File: src/rtl/score_packer_pkg.sv
// Constants and state encoding shared by score_packer and the downstream argmax stage.
// The index width bounds DATA_NUM to 256 lanes.
package score_packer_pkg;

   localparam int DEF_DATA_WIDTH = 8;
   localparam int DEF_DATA_NUM   = 16;
   localparam int IDX_W          = 8;

   typedef enum logic {
      FILL = 1'b0,
      HOLD = 1'b1
   } pack_state_e;

   // fill_count must be able to report DATA_NUM itself, which needs one extra bit at 256
   function automatic int fill_w(input int n);
      return (n >= (1 << IDX_W)) ? IDX_W + 1 : IDX_W;
   endfunction

endpackage

File: src/rtl/score_packer_if.sv
// Beat-in / frame-out bundle between the score source, score_packer and the argmax consumer.
// Both sides use valid/ready: a transfer happens on a rising clk edge where valid and ready are
// both high; valid, once raised, holds its payload until that edge, and ready never depends on valid.
interface score_packer_if #(
   parameter int DATA_WIDTH = score_packer_pkg::DEF_DATA_WIDTH,
   parameter int DATA_NUM   = score_packer_pkg::DEF_DATA_NUM
);
   import score_packer_pkg::*;

   localparam int CNT_W = fill_w(DATA_NUM);

   logic [DATA_WIDTH-1:0]          in_data;
   logic                           in_valid;
   logic                           in_last;
   logic                           in_ready;
   logic [DATA_WIDTH*DATA_NUM-1:0] data_out;
   logic                           out_valid;
   logic                           out_ready;
   logic [CNT_W-1:0]               fill_count;
   logic                           frame_err;

   modport slave (
      input  in_data, in_valid, in_last, out_ready,
      output in_ready, data_out, out_valid, fill_count, frame_err
   );

   modport master (
      output in_data, in_valid, in_last, out_ready,
      input  in_ready, data_out, out_valid, fill_count, frame_err
   );

endinterface

File: src/rtl/score_packer.sv
// Packs serial score beats into one wide frame, lane 0 first, and holds it until the consumer takes it.
// Short frames and frames missing in_last are still delivered, flagged by a one-cycle frame_err.
module score_packer #(
   parameter int DATA_WIDTH = score_packer_pkg::DEF_DATA_WIDTH,
   parameter int DATA_NUM   = score_packer_pkg::DEF_DATA_NUM
) (
   input  logic                              clk,
   input  logic                              rst,
   score_packer_if.slave                     bus,
   output score_packer_pkg::pack_state_e     state_dbg
);
   import score_packer_pkg::*;

   localparam int FW    = DATA_WIDTH * DATA_NUM;
   localparam int CNT_W = fill_w(DATA_NUM);
   localparam int OFS_W = $clog2(FW);
   localparam logic [CNT_W-1:0] LAST_LANE = CNT_W'(DATA_NUM - 1);

   pack_state_e       state_q, state_d;
   logic [FW-1:0]     data_q, data_d;
   logic [CNT_W-1:0]  cnt_q, cnt_d;
   logic              err_q, err_d;
   logic              beat;
   logic              full_lane;
   logic [OFS_W-1:0]  wr_ofs;

   // Ready/valid come from the state register only; rst forces both low while it is held
   assign bus.in_ready   = (state_q == FILL) && !rst;
   assign bus.out_valid  = (state_q == HOLD) && !rst;
   assign bus.data_out   = data_q;
   assign bus.fill_count = cnt_q;
   assign bus.frame_err  = err_q;
   assign state_dbg      = state_q;

   assign beat      = bus.in_ready && bus.in_valid;
   assign full_lane = (cnt_q == LAST_LANE);
   assign wr_ofs    = OFS_W'(cnt_q) * OFS_W'(DATA_WIDTH);

   always_comb begin
      state_d = state_q;
      data_d  = data_q;
      cnt_d   = cnt_q;
      err_d   = 1'b0;
      case (state_q)
         FILL: begin
            if (beat) begin
               data_d[wr_ofs +: DATA_WIDTH] = bus.in_data;
               cnt_d = cnt_q + CNT_W'(1);
               // The frame closes on in_last or on the final lane; only both together is well-formed
               if (full_lane || bus.in_last) begin
                  state_d = HOLD;
                  err_d   = !(full_lane && bus.in_last);
               end
            end
         end
         HOLD: begin
            if (bus.out_ready) begin
               state_d = FILL;
               data_d  = '0;
               cnt_d   = '0;
            end
         end
         default: state_d = FILL;
      endcase
   end

   always_ff @(posedge clk) begin
      if (rst) begin
         state_q <= FILL;
         data_q  <= '0;
         cnt_q   <= '0;
         err_q   <= 1'b0;
      end else begin
         state_q <= state_d;
         data_q  <= data_d;
         cnt_q   <= cnt_d;
         err_q   <= err_d;
      end
   end

endmodule
File: src/flat_wrapper.sv
// flat-port wrapper written by rule: the top's interface ports become plain ports
module score_packer_flat import score_packer_pkg::*;
#(
   parameter int DATA_WIDTH = score_packer_pkg::DEF_DATA_WIDTH,
   parameter int DATA_NUM   = score_packer_pkg::DEF_DATA_NUM
)
  (clk, rst, state_dbg, bus_in_data, bus_in_valid, bus_in_last, bus_out_ready, bus_in_ready, bus_data_out, bus_out_valid, bus_fill_count, bus_frame_err);
  score_packer_if #(.DATA_WIDTH(DATA_WIDTH), .DATA_NUM(DATA_NUM)) bus_i ();
  input  logic clk;
  input  logic rst;
  output score_packer_pkg::pack_state_e state_dbg;
  input wire logic [$bits(bus_i.in_data)-1:0] bus_in_data;
  input wire logic [$bits(bus_i.in_valid)-1:0] bus_in_valid;
  input wire logic [$bits(bus_i.in_last)-1:0] bus_in_last;
  input wire logic [$bits(bus_i.out_ready)-1:0] bus_out_ready;
  output wire logic [$bits(bus_i.in_ready)-1:0] bus_in_ready;
  output wire logic [$bits(bus_i.data_out)-1:0] bus_data_out;
  output wire logic [$bits(bus_i.out_valid)-1:0] bus_out_valid;
  output wire logic [$bits(bus_i.fill_count)-1:0] bus_fill_count;
  output wire logic [$bits(bus_i.frame_err)-1:0] bus_frame_err;
  assign bus_i.in_data = bus_in_data;
  assign bus_i.in_valid = bus_in_valid;
  assign bus_i.in_last = bus_in_last;
  assign bus_i.out_ready = bus_out_ready;
  assign bus_in_ready = bus_i.in_ready;
  assign bus_data_out = bus_i.data_out;
  assign bus_out_valid = bus_i.out_valid;
  assign bus_fill_count = bus_i.fill_count;
  assign bus_frame_err = bus_i.frame_err;
  score_packer #(.DATA_WIDTH(DATA_WIDTH), .DATA_NUM(DATA_NUM)) u_core (.clk(clk), .rst(rst), .bus(bus_i), .state_dbg(state_dbg));
endmodule
File: config.mk
export PLATFORM = sky130hd
export DESIGN_NAME = score_packer_flat
export DESIGN_NICKNAME = d
export VERILOG_FILES = /design/src/rtl/score_packer_pkg.sv /design/src/rtl/score_packer_if.sv /design/src/rtl/score_packer.sv /design/src/flat_wrapper.sv
export SDC_FILE = /design/constraint.sdc
export NUM_CORES = 1
export LEC_CHECK = 0
export ABC_AREA = 1
export BUFFER_PORTS_ARGS = -buffer_cell sky130_fd_sc_hd__buf_4
export CAP_MARGIN = 20
export CORE_UTILIZATION = 48
export CTS_BUF_LIST = sky130_fd_sc_hd__clkbuf_16
export DETAILED_ROUTE_END_ITERATION = 10
export PLACE_DENSITY = 0.73
export SETUP_SLACK_MARGIN = 0.1
export SLEW_MARGIN = 10
export SYNTH_ARGS = -nofsm -noshare
export SYNTH_HDL_FRONTEND = slang
export SYNTH_SLANG_ARGS = --single-unit
File: constraint.sdc
create_clock -name clk -period 2 [get_ports clk]
set_input_delay 0.6 -clock clk [delete_from_list [all_inputs] [get_ports clk]]
set_output_delay 0.6 -clock clk [all_outputs]
set_load 0.05 [all_outputs]
* Yosys cells after proc, flatten, opt, wreduce, memory -nomap -nowiden
Cells that the tools add are included.
W data, S select, Z words.
** Storage, ports and cells
- Register bits :: 138
- Bits of input ports :: 13
- Logic and storage cells :: 34
- Output and inout port bits :: 140
** Cells by class
- Reduce and logical (&&, ||, !) cells :: 9
- Equality and inequality tests :: 3
- Add/sub/neg operators :: 2
- Shift operators :: 2
- Mux-type cells :: 11
- Bitwise gates (word level) :: 3
** Operator list (count)
- $mux W128 :: 2
- $pmux W128 S2 :: 1
- $bwmux W128 :: 1
- $shift A8 B9 Y128 const A :: 1
- $shiftx A8 B9 Y128 :: 1
- $mux W8 :: 2
- $pmux W8 S2 :: 1
- $neg A7 Y9 :: 1
- $add A8 B1 Y8 const B :: 1
- $eq A8 B4 Y1 const B :: 1
- $logic_and A1 B1 Y1 :: 4
- $reduce_or A4 Y1 :: 1
- $mux W1 :: 3
- $not A1 Y1 :: 3
- $logic_not A1 Y1 :: 2
- $ne A2 B1 Y1 const B :: 1
- $ne A2 B2 Y1 const B :: 1
- $pmux W1 S2 :: 1
- $reduce_and A2 Y1 :: 1
- $logic_or A1 B1 Y1 :: 1

* Longest topological paths before layout
Gate-level depths: netlist of run 1.
- Word-level depth :: 5
- Depth in mapped cells :: 13
- Mapped depth without buffers :: 11

* Worst setup path before layout of run 1
Ideal clock, no wire load.
- Path kind :: register -> output
- Start :: reg u_core.state_q, in the netlist u_core.state_dbg
- End :: out bus_out_valid
- Required time :: 1.400 ns
- Buffers on the path :: 1
- Path slack :: -0.378 ns
- Stages on the path, launching flop included :: 4
- Data arrival time :: 1.778 ns
- Cell sequence :: dfxtp_1 -> clkbuf_1 -> inv_1 -> nor2_1
** On the way
- Cells in the longest elaborated chain, start to end :: 1
** RTL lines
- from (decl) :: RTL line score_packer.sv:19 : pack_state_e state_q, state_d;
- from (signal assigned) :: RTL line score_packer.sv:74 : state_q <= state_d;
- $logic_and A1 B1 Y1 :: RTL line score_packer.sv:29 : assign bus.out_valid = (state_q == HOLD) && !rst;
- to (decl) :: RTL line flat_wrapper.sv:18 : output wire logic [$bits(bus_i.out_valid)-1:0] bus_out_valid;
No other way between the ends.

* Worst setup path in the final report of run 1
- Start :: reg u_core.cnt_q[1], in the netlist u_core.bus.fill_count[1]
- End :: reg u_core.data_q[73], in the netlist u_core.bus.data_out[73]
** On the way
- Cells in the longest elaborated chain, start to end :: 5
- Elaborated cells on any way between the ends :: 6
- Those cells by class :: 1 x add/sub; 2 x shift; 3 x mux
** RTL lines
- from (decl) :: RTL line score_packer.sv:21 : logic [CNT_W-1:0] cnt_q, cnt_d;
- from (signal assigned) :: RTL line score_packer.sv:76 : cnt_q <= cnt_d;
- $neg A7 Y9 * :: RTL line score_packer.sv:47 : data_d[wr_ofs +: DATA_WIDTH] = bus.in_data;
- $shiftx A8 B9 Y128 / $shift A8 B9 Y128 (equally long branches) :: RTL line score_packer.sv:47
- $bwmux W128 * :: RTL line score_packer.sv:47
- $mux W128 * :: RTL line score_packer.sv:46 : if (beat) begin
- $pmux W128 S2 * :: RTL line score_packer.sv:44 : case (state_q)
- to (signal assigned) :: RTL line score_packer.sv:75 : data_q <= data_d;
- to (decl) :: RTL line score_packer.sv:20 : logic [FW-1:0] data_q, data_d;
Mark *: on every way between the ends. The rest lies on a longest branch, timed or not. The select of a mux whose other input is x is not followed.
A chain may end at the register's enable or synchronous reset.

==> run summary, run 1 <==
After the first detailed-routing iteration, the DRC count stood at 506. The final layout contains 930 nets. The min-delay analysis places its worst path in the category in -> reg. The total iterations of the first detailed-routing run was 5; the time the final worst path needs with I/O delays and setup was 1850 ps. After global routing the overflow that remains totals 0. The total global-route track usage was 28.0%; the area of the core was 12100 sq um. For the worst flop-to-flop path, the logic depth is 9. The number of antenna violations at the first check in global routing was 0.

The final route contains 6012 vias. The slack of the worst reg-to-reg path was 150 ps. The first global-routing pass estimated 28000 um of wire. In this run the critical register-to-register path is launched from u_core.bus.fill_count[1].

In this run the horizontal extent of the chip is 114 um. On the worst path, the slowest cell contributes a delay of 390 ps. The run gives 995 as the count of fill cells added during filler insertion. In this run the tool buffered the top-level ports with 152 buffer cells. The number of nets in the synthesized netlist is 760. Clock tree synthesis selected as its root buffer the cell clkbuf_16.

Clock-pin slew was measured on the worst setup and hold paths at 60 ps. The maximum level of the CTS H-tree is 4. The run finished with clean final reports. Setup repair after global routing left no endpoint under its margin. Across the whole layout, storage elements account for 2770 sq um. The clock passes through at most 2 buffers.

In this run the mean area of a mapped cell was 8.07 sq um. The post-synth design cell area is 6000 sq um, and the maximum clock rate is 540 MHz. The setup path with the least slack is of type reg -> reg.

Once the floorplan was initialized, standard cells occupied 49.5% of the core. The worst setup path is captured at a flip-flop. TritonCTS built the clock tree. After synthesis the netlist holds a flip-flop and latch count of 138.

The worst hold path was traced through 2 stages. The synthesized instance count came out at 743. In this run, synthesis inferred 0 flip-flops with an integrated enable.

The number of rows created at floorplan is 40. The detail route stage leaves a number of antenna-violating nets equal to 0. Clock tree synthesis found a total of 138 sinks.

Setup violations remaining at the end of the flow were counted as 0. The design draws 6.25 mW. The tightest hold margin is 362 ps, and the vertical die dimension is 114 um. Dividing the final minimum period by the clock period gives 92.6%.

Yosys printed 0 warnings. The biggest area consumer among synthesized cells was dfxtp_1. In this run the count of I/O pins placed on the die edge is 153. The count of unique library cells instantiated by Yosys is 37. The tools report the weighted congestion at the end of routability-driven global placement as 0.907. The number of buffers inserted during clock tree synthesis came out at 17.

For the peak ir drop on the vdd network, the log shows 0.000563 V. The largest individual stage delay along the critical path comes from the cell dfxtp_4. The run gives 3020 sq um as the area taken by multi-input logic gates.

The number of hold-slack violations in the final timing report was 0; the final clock skew was 7.49 ps. Once detailed placement completed, the half-perimeter wirelength came to 12900 um. For the worst setup path, the data arrival time is 2190 ps. The number of antenna diodes came out at 0. Yosys attributes the largest share of cell area to dfxtp_1, nand3_1, a21oi_1. At the pin with the least slew margin, the transition time is 967 ps. In the synthesized netlist the async set-or-reset flop fraction comes to 0%. Signed area change from the synthesized netlist to the final layout: 36.6%. The worst reg2reg path endpoint is u_core.bus.data_out[73].

The analysis attributes to cell leakage a power of 3.23 nW. The run gives 5504 as the number of global-route vias before repair. The count of max-cap constraint violations was 0; the worst max-slew margin expressed relative to the limit was 35.5%. The run gives 67.7% as the core occupancy in the finished layout. In the routed layout, each cell is associated on average with a via count of 5.50.

Summed over all failing endpoints, the final setup total negative slack is 0 ps. After detailed routing, the number of remaining DRC violations is 0. Type of origin of the critical path: a flip-flop. For this design the ratio of total power to cell area is 762 nW/um^2. In this run the most critical hold path is launched from bus_in_last. For the source-to-sink clock delay at the later pin of the worst-skew pair, the log shows 420 ps. Walking the worst path, the cells encountered are inv_2 -> ha_4 -> inv_1 -> nor2_4 -> clkinvlp_4 -> buf_12 -> nor3_4 -> nand2_1 -> a21oi_1. Buffers inserted to repair hold after CTS numbered 0. The run gives 0 as the number of pins exceeding their max-slew limit in the final report. The largest net degree at the start of global routing is 92. The post-route netlist has 33.6% of its cells at a drive strength greater than 1. Sequential area share after synthesis: 46.1%. The tools report the endpoint with the worst hold slack as u_core.bus.frame_err. In the final routed layout, each cell accounts on average for 16.9 um.

At the worst endpoint, the required time is 2340 ps. The die covers 12900 sq um. Among all flip-flop cells after synthesis, the most frequent one is dfxtp_1. The highest net fanout along the worst path came out at 16. After detailed routing, the total wire length is 18500 um. Proportion of netlist area held by the largest area contributor: 46.1%.
Yosys cell counts (11+ instances only):
cell,n
inv_2,11
nand3_1,128
a21oi_1,124
nor2_1,32
nand2_1,143
nor3_1,19
a21oi_2,12
dfxtp_1,138
inv_1,23
clkbuf_1,24
nand3_4,12
nand4_1,17
routing by layer:
| metal | vias up | global-route usage (%) | routed length [um] | share of wire (%) |
|---|---|---|---|---|
| met2 | 240 | 46.7 | 8870 | 48 |
| met4 | 0 | 10.9 | 474 | 2.6 |
| met3 | 40 | 7.01 | 1370 | 7.4 |
| met1 | 2845 | 34.8 | 7770 | 42 |
| li1 | 2887 | - | - | - |
| met5 | - | 0 | 0 | 0 |
layout by cell type, fill, tap and decap left out, types with 2 or more instances in the layout:
cell        synthesis  layout
clkinv_2            4       4
clkinv_4            2       6
nand3_2             4       5
a21oi_2            12      12
inv_1              23      20
clkinvlp_4          0       4
buf_12              1       5
nand3_1           128     126
nand2_8             2       3
nor3_2              0       3
nand2_4             2       3
dfxtp_4             0       3
nor2_1             32      27
dfxtp_1           138     135
buf_4               3     181
nor2_4              4       9
nand2_1           143     141
nand3_4            12      13
inv_4               1       4
ha_1                4       3
nor3_1             19      10
clkinv_1            0       6
nor2_8              4       4
clkbuf_16           0      17
nand2_2             6       6
a21oi_1           124     124
inv_2              11      10
inv_6               0       2
nand4_1            17      17
nor3_4              1       7
nor2_2              5       7
sequential cells by signal, summed over array words and instances (netlist names):
register               cells
u_core.bus.data_out      128
u_core.bus.fill_count      8
u_core.bus.frame_err       1
u_core.state_dbg           1
power by group:
| group | internal [mW] | total [mW] | leakage (nW) | switching [mW] |
|---|---|---|---|---|
| registers | 2.76 | 2.77 | 1.11 | 0.0106 |
| clock network | 1.55 | 2.76 | 0.244 | 1.21 |
| logic | 0.202 | 0.710 | 1.88 | 0.508 |
| total | 4.52 | 6.25 | 3.23 | 1.73 |
timing repair:
| item | 4_1_cts | 5_1_grt |
|---|---|---|
| pin swaps | 0 | 7 |
| gates cloned | 0 | 2 |
| buffers inserted | 4 | 5 |
| resized for setup | 15 | 16 |
| setup endpoints to repair | 62 | 68 |
cell type report:
type | instances | area share [%]
Multi-Input combinational cell | 527 | 36.9
Clock buffer | 17 | 5.19
Sequential cell | 138 | 33.9
Timing Repair Buffer | 187 | 17.9
Inverter | 42 | 2.53
Clock inverter | 15 | 1.02
Tap cell | 168 | 2.57
stage by stage:
stage	std cells	setup slack [ps]	instance area [sq um]
final	1094	148	8190
after global routing	1094	79.8	8190
after global placement	1051	10.4	7420
after floorplan	743	9.56	6070
after CTS	1087	121	8050
after detailed placement	1051	-65.1	7420
worst max-delay path, delay by kind of cell, from the launching register on:
kind / cells / cell delay, ps
AOI/OAI and AO/OA: 1 / 170
adders and majority gates: 1 / 310
buffers and inverters: 4 / 460
DFF: 1 / 390
and+or+nand+nor: 3 / 420
worst max path at each step:
stage                             startpoint                       end  slack, ps  cells after the start
floorplan                   u_core.state_dbg             bus_out_valid         10                      3
global placement    u_core.bus.fill_count[1]   u_core.bus.data_out[78]         10                      8
detailed placement  u_core.bus.fill_count[1]    u_core.bus.data_out[9]        -70                      8
CTS                 u_core.bus.fill_count[1]  u_core.bus.data_out[114]        120                     11
global route        u_core.bus.fill_count[1]   u_core.bus.data_out[73]         80                      9
finish              u_core.bus.fill_count[1]   u_core.bus.data_out[73]        150                      9
kinds of logic after synthesis:
kind of cell / Yosys count / share of synthesized area, %
buffers and inverters: 80 / 6.63
DFF: 138 / 46.1
AOI/OAI and AO/OA: 140 / 12.5
adders and majority gates: 4 / 0.835
and+or+nand+nor: 381 / 33.9
(Power assumes the default switching activity.)
==> run 2, diff against run 1 <==
==> constraint.sdc (replaced) <==
create_clock -name clk -period 2 [get_ports clk]
set_input_delay 0.1 -clock clk [delete_from_list [all_inputs] [get_ports clk]]
set_output_delay 0.1 -clock clk [all_outputs]
set_load 0.05 [all_outputs]
==> run summary, run 2 (synthesis gave the netlist of run 1 again) <==
TritonCTS built the clock tree. The critical path start-end classification is reg -> reg. Peak ir drop on the vdd network: 0.000483 V (-14%). Setup repair after global routing could not meet its margin everywhere. The detail-routed via count per cell was 5.50 (about the same); the slack of the worst reg-to-reg path was 150 ps (about the same). The logs give 0 (unchanged) for the number of antenna violations at the first check in global routing and 2770 sq um (about the same) for the area occupied by registers. The time the final worst path needs with I/O delays and setup is 1850 ps (-0.122 ps). The run finished with clean final reports. The tools report the maximum clock rate as 540 MHz (about the same). The leakage power summed over all cells came out at 3.18 nW (-1.8%). The tools report the total iterations of the first detailed-routing run as 7 (+2).

The worst hold path belongs to the class in -> reg. The largest net degree at the start of global routing is 86 (-6.5%), and the number of pins exceeding their max-slew limit in the final report is 0 (unchanged). The total global-route track usage came out at 27.9% (-0.072 points). The via total after detailed routing came out at 5975 (-0.62%). The tools report the worst max-slew margin expressed relative to the limit as 41.9% (+6.3 points). The path with the worst hold slack has its endpoint at u_core.bus.data_out[113].

The power density relative to cell area was 835 nW/um^2 (+9.5%); the highest net fanout along the worst path was 9 (-7). The final layout net count is 923 (-0.75%), and the clock-pin slew on the worst setup and hold paths is 60 ps (about the same). The tools report the routed wire length as 18100 um (-2.1%). The number of sinks handled by clock tree synthesis is 138 (unchanged). The starting density of the core is 49.5% (unchanged). Leaving out fill and tap cells, the most frequent cells in the layout are buf_4, nand2_1, dfxtp_1. The tools report the source-to-sink clock delay at the later pin of the worst-skew pair as 420 ps (about the same). Fraction of layout instances using a drive strength above 1: 31.9% (-1.7 points). The logs give 27700 um (-1.0%) for the global-route wire length before repair and 12600 um (-2.4%) for the total half-perimeter wirelength after legalization and detailed placement.

The worst reg2reg path depth is 8 (-1), and the vertical die dimension is 114 um (unchanged). CTS placed an instance of clkbuf_16 at the clock tree root. The total of endpoints with negative setup slack in the final report came out at 0 (unchanged). The run gives 40 (unchanged) as the number of rows created at floorplan. The count of max-cap constraint violations is 0 (unchanged), and the top-level port count is 153 (unchanged).

The cell count of the worst hold path was 5 (+3); the cell area after layout was 8110 sq um (-1.1%). The full die area is 12900 sq um (unchanged), and the number of buffers between clock root and the deepest sink is 2 (unchanged). The worst reg2reg path endpoint was u_core.bus.data_out[8].

The sum of overflow across all layers after global routing was 0 (unchanged). Type of origin of the critical path: a flip-flop. The tools report the post-route setup TNS as 0 ps (unchanged). The measured slew at the worst slew-check pin works out to 872 ps (-95.2 ps). Number of design rule violations left after detail routing: 0 (unchanged). The worst setup path is captured at a flip-flop. Area taken by multi-input logic gates: 2950 sq um (-2.4%).

The data arrival at the endpoint of the critical path is 2200 ps (about the same). The startpoint identified for the worst hold timing path is bus_in_data[1]. The weighted congestion at the end of routability-driven global placement was 0.895 (-1.4%).

The run gives 12100 sq um (unchanged) as the area of the core. The run gives 2350 ps (about the same) as the critical path required time. The maximum level of the CTS H-tree is 4 (unchanged), and the initial detailed-routing violation count is 437 (-14%).

The die width was 114 um (unchanged). The number of antenna diodes is 0 (unchanged), and the number of hold-slack violations in the final timing report is 0 (unchanged). The final clock skew is 5.22 ps (-2.26 ps).

The startpoint identified for the worst register-to-register timing path is u_core.bus.fill_count[1]. The library cell used most frequently in the layout, excluding fill and tap cells, is buf_4. The wire length per cell after detailed routing was 16.7 um (-1.4%). The post-route fraction of the period consumed by the critical path is 92.6% (about the same), and the core occupancy in the finished layout is 66.9% (-0.71 points). The tools report the number of buffers inserted during clock tree synthesis as 17 (unchanged). For the number of global-route vias before repair, the log shows 5498 (-0.11%).

The flip-flop count of the largest register, all copies and words added was 128 (unchanged). The number of nets still failing antenna checks after routing came out at 0 (unchanged). The standard cell area after detailed placement is 7350 sq um (-0.93%), and the quantity of I/O buffers inserted on ports is 152 (unchanged). The signed area change from the synthesized netlist to the final layout works out to 35.2%.

The count of fill cells added during filler insertion came out at 1059 (+6.4%).
## run 2: cell count changes in the layout (fill, tap and decap cells not counted), sizes merged
cell,delta
nand3,+3
nor2,-2
buf,-11
inv,+3
clkinvlp,-3
bufinv,+5
nand2,+1
clkinv,-5
dlygate4sd3,+2
## run 2: layout make-up
type	instances	area share, %
flip-flops and latches	138	34.2
clock inverters	15	2.56
repair buffers	178	16.6
multi-input cells	529	36.4
inverters	42	2.44
clock buffers	17	5.25
well taps	168	2.59
## run 2: worst max path at each step
| stage | from | endpoint | depth (start not counted) |
|---|---|---|---|
| floorplan | u_core.bus.fill_count[0] | u_core.bus.data_out[78] | 10 |
| global placement | u_core.bus.fill_count[1] | u_core.bus.data_out[120] | 12 |
| detailed placement | u_core.bus.fill_count[1] | u_core.bus.data_out[50] | 10 |
| CTS | u_core.bus.fill_count[1] | u_core.bus.data_out[61] | 12 |
| global route | u_core.bus.fill_count[2] | u_core.bus.data_out[72] | 9 |
| finish | u_core.bus.fill_count[1] | u_core.bus.data_out[8] | 8 |
## run 2: worst max-delay path, stage by stage (launching register included)
cell     delay, ps
dfxtp_4        380
inv_2           70
ha_4           310
inv_1           80
nor2_1         110
inv_1          180
nor3_1         350
nand2_1        130
a21oi_1        160
## run 2: layer usage
metal | vias to the layer above | routed length, um | part of all wire, % | GRT usage, %
met5 | - | 0 | 0 | 0
met4 | 0 | 544 | 3.0 | 13.7
met3 | 42 | 1190 | 6.6 | 5.95
met2 | 257 | 8940 | 49 | 47.9
met1 | 2799 | 7430 | 41 | 33.2
li1 | 2877 | - | - | -
## run 2: power by group
group	switching, mW	total, mW	internal [mW]
clock network	1.17	3.36	2.19
registers	0.0149	2.78	2.76
logic	0.469	0.632	0.163
## run 2: stage by stage
stage          instances  hold slack (ps)  power [mW]  worst slack (ps)
2_1_floorplan        743              184        3.27               166
3_3_place_gp        1049              287        3.43               172
3_5_place_dp        1049              291        3.43              82.9
4_1_cts             1083              107        6.77               104
5_1_grt             1087              146        6.96              80.0
6_report            1087              130        6.77               148
## run 2: repair_timing
action / in CTS / in global routing
pin swaps: 0 / 2
hold buffers: 2 / 0
setup buffers: 0 / 0
endpoints found under the hold margin: 2 / 0
endpoints found under the setup margin: 8 / 65
gates resized for setup: 1 / 17
gates cloned: 0 / 4
